## src/rtl/serial_adder_if.sv

```systemverilog
`default_nettype none
// +--------------------------------------------------------------------+
// | serial_adder_if                                                     |
// | Operand and result valid/ready handshakes for serial_adder.         |
// | The master modport drives operands and consumes results; the slave  |
// | modport is the adder's view.                                        |
// | Revision: 1.0                                                       |
// +--------------------------------------------------------------------+
interface serial_adder_if #(
  parameter int WIDTH = 8
);
  logic             in_valid;
  logic             in_ready;
  logic [WIDTH-1:0] a;
  logic [WIDTH-1:0] b;
  logic             cin;
  logic             sub;
  logic             out_valid;
  logic             out_ready;
  logic [WIDTH-1:0] sum;
  logic             cout;
  logic             ovf;

  modport master (
    output in_valid, a, b, cin, sub, out_ready,
    input  in_ready, out_valid, sum, cout, ovf
  );

  modport slave (
    input  in_valid, a, b, cin, sub, out_ready,
    output in_ready, out_valid, sum, cout, ovf
  );
endinterface
`default_nettype wire

```

## src/rtl/serial_adder.sv

```systemverilog
`default_nettype none
// +--------------------------------------------------------------------+
// | serial_adder                                                        |
// | Bit-serial adder: one full-adder bit per clock, LSB first, through  |
// | a single carry flip-flop. Returns sum, carry-out and signed         |
// | overflow after WIDTH RUN cycles.                                    |
// | Optional feature macro: SERIAL_ADDER_SUB_EN (enables a - b).        |
// | Revision: 1.0                                                       |
// +--------------------------------------------------------------------+
module serial_adder #(
  parameter int WIDTH = 8
) (
  input  logic           clk,
  input  logic           rst_n,
  serial_adder_if.slave  bus
);

  localparam int CNT_W = $clog2(WIDTH);

  typedef enum logic [1:0] {
    IDLE = 2'd0,
    RUN  = 2'd1,
    DONE = 2'd2
  } state_t;

  state_t           state;
  state_t           state_next;

  logic [WIDTH-1:0] a_sr;
  logic [WIDTH-1:0] b_sr;
  logic [WIDTH-1:0] sum_sr;
  logic             carry;
  logic             cout_r;
  logic             ovf_r;
  logic [CNT_W-1:0] cnt;

  logic             in_ready_d;
  logic             out_valid_d;
  logic             take;
  logic             last_bit;
  logic             bit_s;
  logic             bit_c;
  logic [WIDTH-1:0] b_load;
  logic             c_load;

  assign take     = (state == IDLE) && bus.in_valid;
  assign last_bit = (cnt == CNT_W'(WIDTH - 1));

  // One full-adder slice over the current LSBs and the stored carry.
  assign bit_s = a_sr[0] ^ b_sr[0] ^ carry;
  assign bit_c = (a_sr[0] & b_sr[0]) | (a_sr[0] & carry) | (b_sr[0] & carry);

`ifdef SERIAL_ADDER_SUB_EN
  // Subtract as a + ~b + 1; cin is ignored in that case.
  assign b_load = bus.sub ? ~bus.b : bus.b;
  assign c_load = bus.sub ? 1'b1   : bus.cin;
`else
  // Add only: sub is present on the port but has no effect.
  logic unused_sub;
  assign unused_sub = bus.sub;
  assign b_load     = bus.b;
  assign c_load     = bus.cin;
`endif

  // State register; reset aborts any operation in flight.
  always_ff @(posedge clk or negedge rst_n) begin
    if (!rst_n) begin
      state <= IDLE;
    end else begin
      state <= state_next;
    end
  end

  // Next-state logic and handshake decodes (pure functions of state).
  always_comb begin
    state_next  = state;
    in_ready_d  = 1'b0;
    out_valid_d = 1'b0;
    case (state)
      IDLE: begin
        in_ready_d = 1'b1;
        if (bus.in_valid) begin
          state_next = RUN;
        end
      end
      RUN: begin
        if (last_bit) begin
          state_next = DONE;
        end
      end
      DONE: begin
        out_valid_d = 1'b1;
        if (bus.out_ready) begin
          state_next = IDLE;
        end
      end
      default: begin
        state_next = IDLE;
      end
    endcase
  end

  // Operand capture, serial datapath and result latching.
  always_ff @(posedge clk or negedge rst_n) begin
    if (!rst_n) begin
      a_sr   <= '0;
      b_sr   <= '0;
      sum_sr <= '0;
      carry  <= 1'b0;
      cout_r <= 1'b0;
      ovf_r  <= 1'b0;
      cnt    <= '0;
    end else if (take) begin
      a_sr  <= bus.a;
      b_sr  <= b_load;
      carry <= c_load;
      cnt   <= '0;
    end else if (state == RUN) begin
      a_sr   <= a_sr >> 1;
      b_sr   <= b_sr >> 1;
      carry  <= bit_c;
      sum_sr <= {bit_s, sum_sr[WIDTH-1:1]};
      cnt    <= cnt + CNT_W'(1);
      if (last_bit) begin
        // Carry into the MSB is the stored carry; carry out is the new one.
        cout_r <= bit_c;
        ovf_r  <= carry ^ bit_c;
      end
    end
  end

  assign bus.in_ready  = in_ready_d;
  assign bus.out_valid = out_valid_d;
  assign bus.sum       = sum_sr;
  assign bus.cout      = cout_r;
  assign bus.ovf       = ovf_r;

endmodule
`default_nettype wire

```

## src/flat_wrapper.sv

```systemverilog
// flat-port wrapper written by rule: the top's interface ports become plain ports
module serial_adder_flat 
#(
  parameter int WIDTH = 8
)
  (clk, rst_n, bus_in_valid, bus_a, bus_b, bus_cin, bus_sub, bus_out_ready, bus_in_ready, bus_out_valid, bus_sum, bus_cout, bus_ovf);
  serial_adder_if #(.WIDTH(WIDTH)) bus_i ();
  input  logic clk;
  input  logic rst_n;
  input wire logic [$bits(bus_i.in_valid)-1:0] bus_in_valid;
  input wire logic [$bits(bus_i.a)-1:0] bus_a;
  input wire logic [$bits(bus_i.b)-1:0] bus_b;
  input wire logic [$bits(bus_i.cin)-1:0] bus_cin;
  input wire logic [$bits(bus_i.sub)-1:0] bus_sub;
  input wire logic [$bits(bus_i.out_ready)-1:0] bus_out_ready;
  output wire logic [$bits(bus_i.in_ready)-1:0] bus_in_ready;
  output wire logic [$bits(bus_i.out_valid)-1:0] bus_out_valid;
  output wire logic [$bits(bus_i.sum)-1:0] bus_sum;
  output wire logic [$bits(bus_i.cout)-1:0] bus_cout;
  output wire logic [$bits(bus_i.ovf)-1:0] bus_ovf;
  assign bus_i.in_valid = bus_in_valid;
  assign bus_i.a = bus_a;
  assign bus_i.b = bus_b;
  assign bus_i.cin = bus_cin;
  assign bus_i.sub = bus_sub;
  assign bus_i.out_ready = bus_out_ready;
  assign bus_in_ready = bus_i.in_ready;
  assign bus_out_valid = bus_i.out_valid;
  assign bus_sum = bus_i.sum;
  assign bus_cout = bus_i.cout;
  assign bus_ovf = bus_i.ovf;
  serial_adder #(.WIDTH(WIDTH)) u_core (.clk(clk), .rst_n(rst_n), .bus(bus_i));
endmodule
```

## config.mk

```make
export PLATFORM = sky130hd
export DESIGN_NAME = serial_adder_flat
export DESIGN_NICKNAME = d
export VERILOG_FILES = /design/src/rtl/serial_adder_if.sv /design/src/rtl/serial_adder.sv /design/src/flat_wrapper.sv
export SDC_FILE = /design/constraint.sdc
export NUM_CORES = 1
export LEC_CHECK = 0
export ABC_AREA = 1
export CELL_PAD_IN_SITES_DETAIL_PLACEMENT = 0
export CELL_PAD_IN_SITES_GLOBAL_PLACEMENT = 1
export CORE_MARGIN = 2
export CORE_UTILIZATION = 42
export CTS_BUF_LIST = sky130_fd_sc_hd__clkbuf_2
export DETAILED_ROUTE_END_ITERATION = 8
export PLACE_DENSITY = 0.84
export SLEW_MARGIN = 10
export SYNTH_ARGS = -nofsm -noshare
export SYNTH_HDL_FRONTEND = slang
export SYNTH_SLANG_ARGS = --single-unit
```

## constraint.sdc

```tcl
create_clock -name clk -period 3.35 [get_ports clk]
set_input_delay 0.67 -clock clk [delete_from_list [all_inputs] [get_ports clk]]
set_output_delay 0.67 -clock clk [all_outputs]
set_load 0.02 [all_outputs]
```

# Yosys cells after proc, flatten, opt, wreduce, memory -nomap -nowiden
# Cells that the tools add are included.
# Widths: inputs -> output; s select.
dict set report op_classes {
  n_addsub 1
  n_eq_ne 6
  muxes 14
  bitwise 9
  reduce_logical 6
}
# cell count
set ops {}
lappend ops {{$mux 8} 4}
lappend ops {{$mux 2} 3}
lappend ops {{$mux 3} 2}
lappend ops {{$pmux 2 s3} 1}
lappend ops {{$reduce_and 3->1} 2}
lappend ops {{$mux 1} 4}
lappend ops {{$ne 2x2->1 const B} 2}
lappend ops {{$add 3x1->3 const B} 1}
lappend ops {{$and 1x1->1} 3}
lappend ops {{$eq 3x3->1 const B} 1}
lappend ops {{$xor 1x1->1} 3}
lappend ops {{$eq 2x1->1 const B} 1}
lappend ops {{$eq 2x2->1 const B} 1}
lappend ops {{$logic_not 2->1} 1}
lappend ops {{$ne 2x1->1 const B} 1}
lappend ops {{$or 1x1->1} 2}
lappend ops {{$reduce_and 2->1} 1}
lappend ops {{$reduce_bool 2->1} 1}
lappend ops {{$logic_and 1x1->1} 1}
lappend ops {{$not 1->1} 1}
dict set report totals {
  reg_bits 32
  input_bits 22
  out_inout_bits 12
  word_cells 44
}

# Logic depth before layout (Yosys ltp)
dict set report logic_depth {
  depth_word 5
  depth_mapped 7
  mapped_depth_nobuf 6
}

# Least setup slack after synthesis
# No wires, ideal clock.
dict set report synth_timing {
  path_kind {flip-flop to output port}
  start {reg u_core.state[1]}
  end {out bus_out_valid}
  arrival_time_ns 0.972
  t_required_ns 2.680
  slack_ns 1.708
  stages_incl_launch_ff 4
  path_buffers 1
  cell_sequence {dfrtp_1 -> inv_4 -> buf_6 -> nor2_1}
}
dict set report synth_via {
  elab_chain_cells 2
}
# element line
set synth_lines {}
lappend synth_lines {{from (decl)} serial_adder.sv:26} ;# state_t state;
lappend synth_lines {{from (signal assigned)} serial_adder.sv:70} ;# state <= state_next;
lappend synth_lines {{$eq 2x2->1} serial_adder.sv:79} ;# case (state)
lappend synth_lines {{$mux 1} serial_adder.sv:79}
lappend synth_lines {{to (decl)} flat_wrapper.sv:17} ;# output wire logic [$bits(bus_i.out_valid)-1:0] bus_out_valid;
# Every way passes these cells.

# Worst setup path in the final report
dict set report layout_timing {
  start {reg u_core.state[1]}
  end {out bus_in_ready}
}
dict set report layout_via {
  elab_chain_cells 2
}
# element line
set layout_lines {}
lappend layout_lines {{$logic_not 2->1} serial_adder.sv:79}
lappend layout_lines {{$mux 1} serial_adder.sv:79}
lappend layout_lines {{to (decl)} flat_wrapper.sv:16} ;# output wire logic [$bits(bus_i.in_ready)-1:0] bus_in_ready;
# Every way passes these cells.

==> flow_summary.toml <==
[status]
status = "finished, final reports clean"

[synth]
netlist_instances = 196
yosysTopAreaCell = "dfrtp_1"
syn_area_per_cell_um2 = 8.39
yosysWarnings = 0
synth_area_um2 = 1650
ys_ff_latch = 32
yosysSeqAreaShare = 0.487
synth_cell_types = 20
syn-num-nets = 221
synth_top_area_frac = 0.487
synth.area.top_cells = "dfrtp_1 (49%), nand2_1 (18%), nand3_1 (8.8%), buf_6 (4.1%), inv_1 (3.7%)"

[setup_path]
r2r-start = "u_core.state[0]"
crit_arrival_ns = 1.84
cp_max_fo = 19
worstSetupStartpoint = "u_core.state[1]"
criticalPathCategory = "flop to output port"
cp-start-kind = "flop"
critPathRequiredTime_ns = 2.68
critPathCaptureType = "output port"

[route]
drc = 0
drtIter0Drc = 72
wl_per_cell_um = 11.8
vias_per_cell = 4.87
postRouteAntennaNets = 0
vias = 1345
firstDrtPassIters = 4
routed_wl_mm = 3.25

[clock_network]
clock_path_buffers = 2
cts_buffers = 5
ctsHoldBuffers = 0
cts_tree = "yes"
insertion_delay_ns = 0.37
cts_setup_buffers = 0
path_clk_slew_ns = 0.17
clkSinkCount = 32
h-tree-depth = 2
cts_root_buf = "clkbuf_2"
cts_resized = 0

[die]
coreArea_um2 = 3720
initial_core_util = 0.443
ios = 34
rows = 22
die_y_um = 66.6
dieArea_um2 = 4430
die-width_um = 66.6

[power_and_ir_drop]
p_comb_frac = 0.488
finalPower_w = 0.00166
p_sw_w = 0.000713
p_leak_nw = 1.04
clkPwrFrac = 0.109
power_density_nw_per_um2 = 834
peakVddDrop_mv = 0.289
p_seq_frac = 0.403
switching_share = 0.430
intPower_w = 0.000947

[grt]
grt_max_degree = 33
grt_pass1_wl_mm = 5.56
track_usage = 0.170
antenna_found_initial = 0
first_global_vias = 1227
grt_remaining_overflow = 0

[sta]
tightest_slew_ns = 0.809
tns_ns = 0
skew_ns = 0.0172
fin_crit_sh = 0.748
setup_violations = 0
rsz0062_at_grt = "false"
hold_violations = 0
maxSlewHeadroom = 0.460
fmax_mhz = 399
report.final.slew_viol_count = 0
worst_slack_ns = 0.844
period_needed_ns = 2.51

[run]
cap_violations = 0

[worst_hold_path]
hp-start = "u_core.bus.cout"
hold_path_class = "flop to flop"

[placement]
post-place-ws_ns = 1.05
hpwl_mm = 2.17
gp_congestion = 0.756
io_buffers = 32

[cells_and_area]
nets = 252
diodes = 0
drive_above_1_share = 0.114
area_growth_syn_to_layout_pct = 20.9
-- cell families after synthesis --
kind of cell	synth area share
and+or+nand+nor	0.333
DFF	0.487
buffers and inverters	0.103
AOI/OAI and AO/OA	0.0441
adders and majority gates	0.0274
xor gates and xnor gates	0.00532
-- routing by layer --
metal	global-route usage	up-vias	wire, um
met3	0.0625	6	184
met5	0	-	0
met1	0.207	637	1440
met2	0.279	31	1570
li1	-	671	-
met4	0.0536	0	48
-- registers in the layout, summed over array words and instances, names as in the netlist --
| register | cells |
|---|---|
| u_core.a_sr | 8 |
| u_core.b_sr | 8 |
| u_core.bus.cout | 1 |
| u_core.bus.ovf | 1 |
| u_core.bus.sum | 8 |
| u_core.carry | 1 |
| u_core.cnt | 3 |
| u_core.state | 2 |
-- worst max-delay path: stages, from the launching register on --
cell	delay (ns)
dfrtp_1	0.50
nor2_8	0.29
clkdlybuf4s50_1	0.67
-- power groups by stage --
stage	Combinational [W]	Sequential, W	Clock (W)
4_1_cts	0.000826	0.000671	0.000191
3_3_place_gp	0.000801	0.000670	0
3_5_place_dp	0.000824	0.000680	0
6_report	0.000810	0.000669	0.000182
5_1_grt	0.000918	0.000694	0.000207
2_1_floorplan	0.000572	0.000717	0
-- cell usage after synthesis --
cell type,number
nand2_1,81
dfrtp_1,32
nand3_1,29
inv_1,16
buf_6,6
o21ai_0,4
o21ai_2,4
buf_2,3
nand2_2,3
nand3_2,3
buf_4,2
ha_1,2
inv_4,2
nand2_4,2
nor2_1,2
fa_1,1
nor2_8,1
o21ai_1,1
o31ai_2,1
xor2_1,1
-- per-stage QoR --
step | hold slack, ns | utilization | cells | cell area (um2)
after CTS | 0.501 | 0.535 | 276 | 1990
after global placement | 0.458 | 0.525 | 268 | 1950
after global routing | 0.521 | 0.535 | 276 | 1990
after floorplan | 0.374 | - | 196 | 1650
final | 0.492 | 0.535 | 276 | 1990
after detailed placement | 0.465 | 0.525 | 268 | 1950
-- layout make-up --
class	instances	area, um2
repair buffers	35	343
clock buffers	7	35.0
multi-input cells	135	674
flip-flops and latches	32	801
inverters	18	72.6
well taps	48	60.1
fillers	390	1730
clock inverters	1	3.75
-- cell usage in the layout (no fill, tap or decap), types with 2 or more instances in the layout --
cell type / count
ha_1: 2
o21ai_2: 4
nand2_1: 81
o21ai_0: 4
nand3_2: 3
dfrtp_1: 32
clkdlybuf4s50_1: 32
buf_4: 3
nor2_1: 2
inv_4: 2
nand2_2: 3
inv_1: 16
clkbuf_2: 7
nand2_4: 2
nand3_1: 29
-- path summary, 6_finish.rpt --
check	to	slack, ns	cells past startpoint
max	bus_in_ready	0.84	2
min	u_core.bus.cout	0.49	2
max reg2reg	u_core.carry	1.66	4
min reg2reg	u_core.bus.cout	0.49	2
max in group asynchronous	u_core.a_sr[7]	2.37	2
min in group asynchronous	u_core.state[0]	0.68	2
Power figures use the tool's default switching activity.
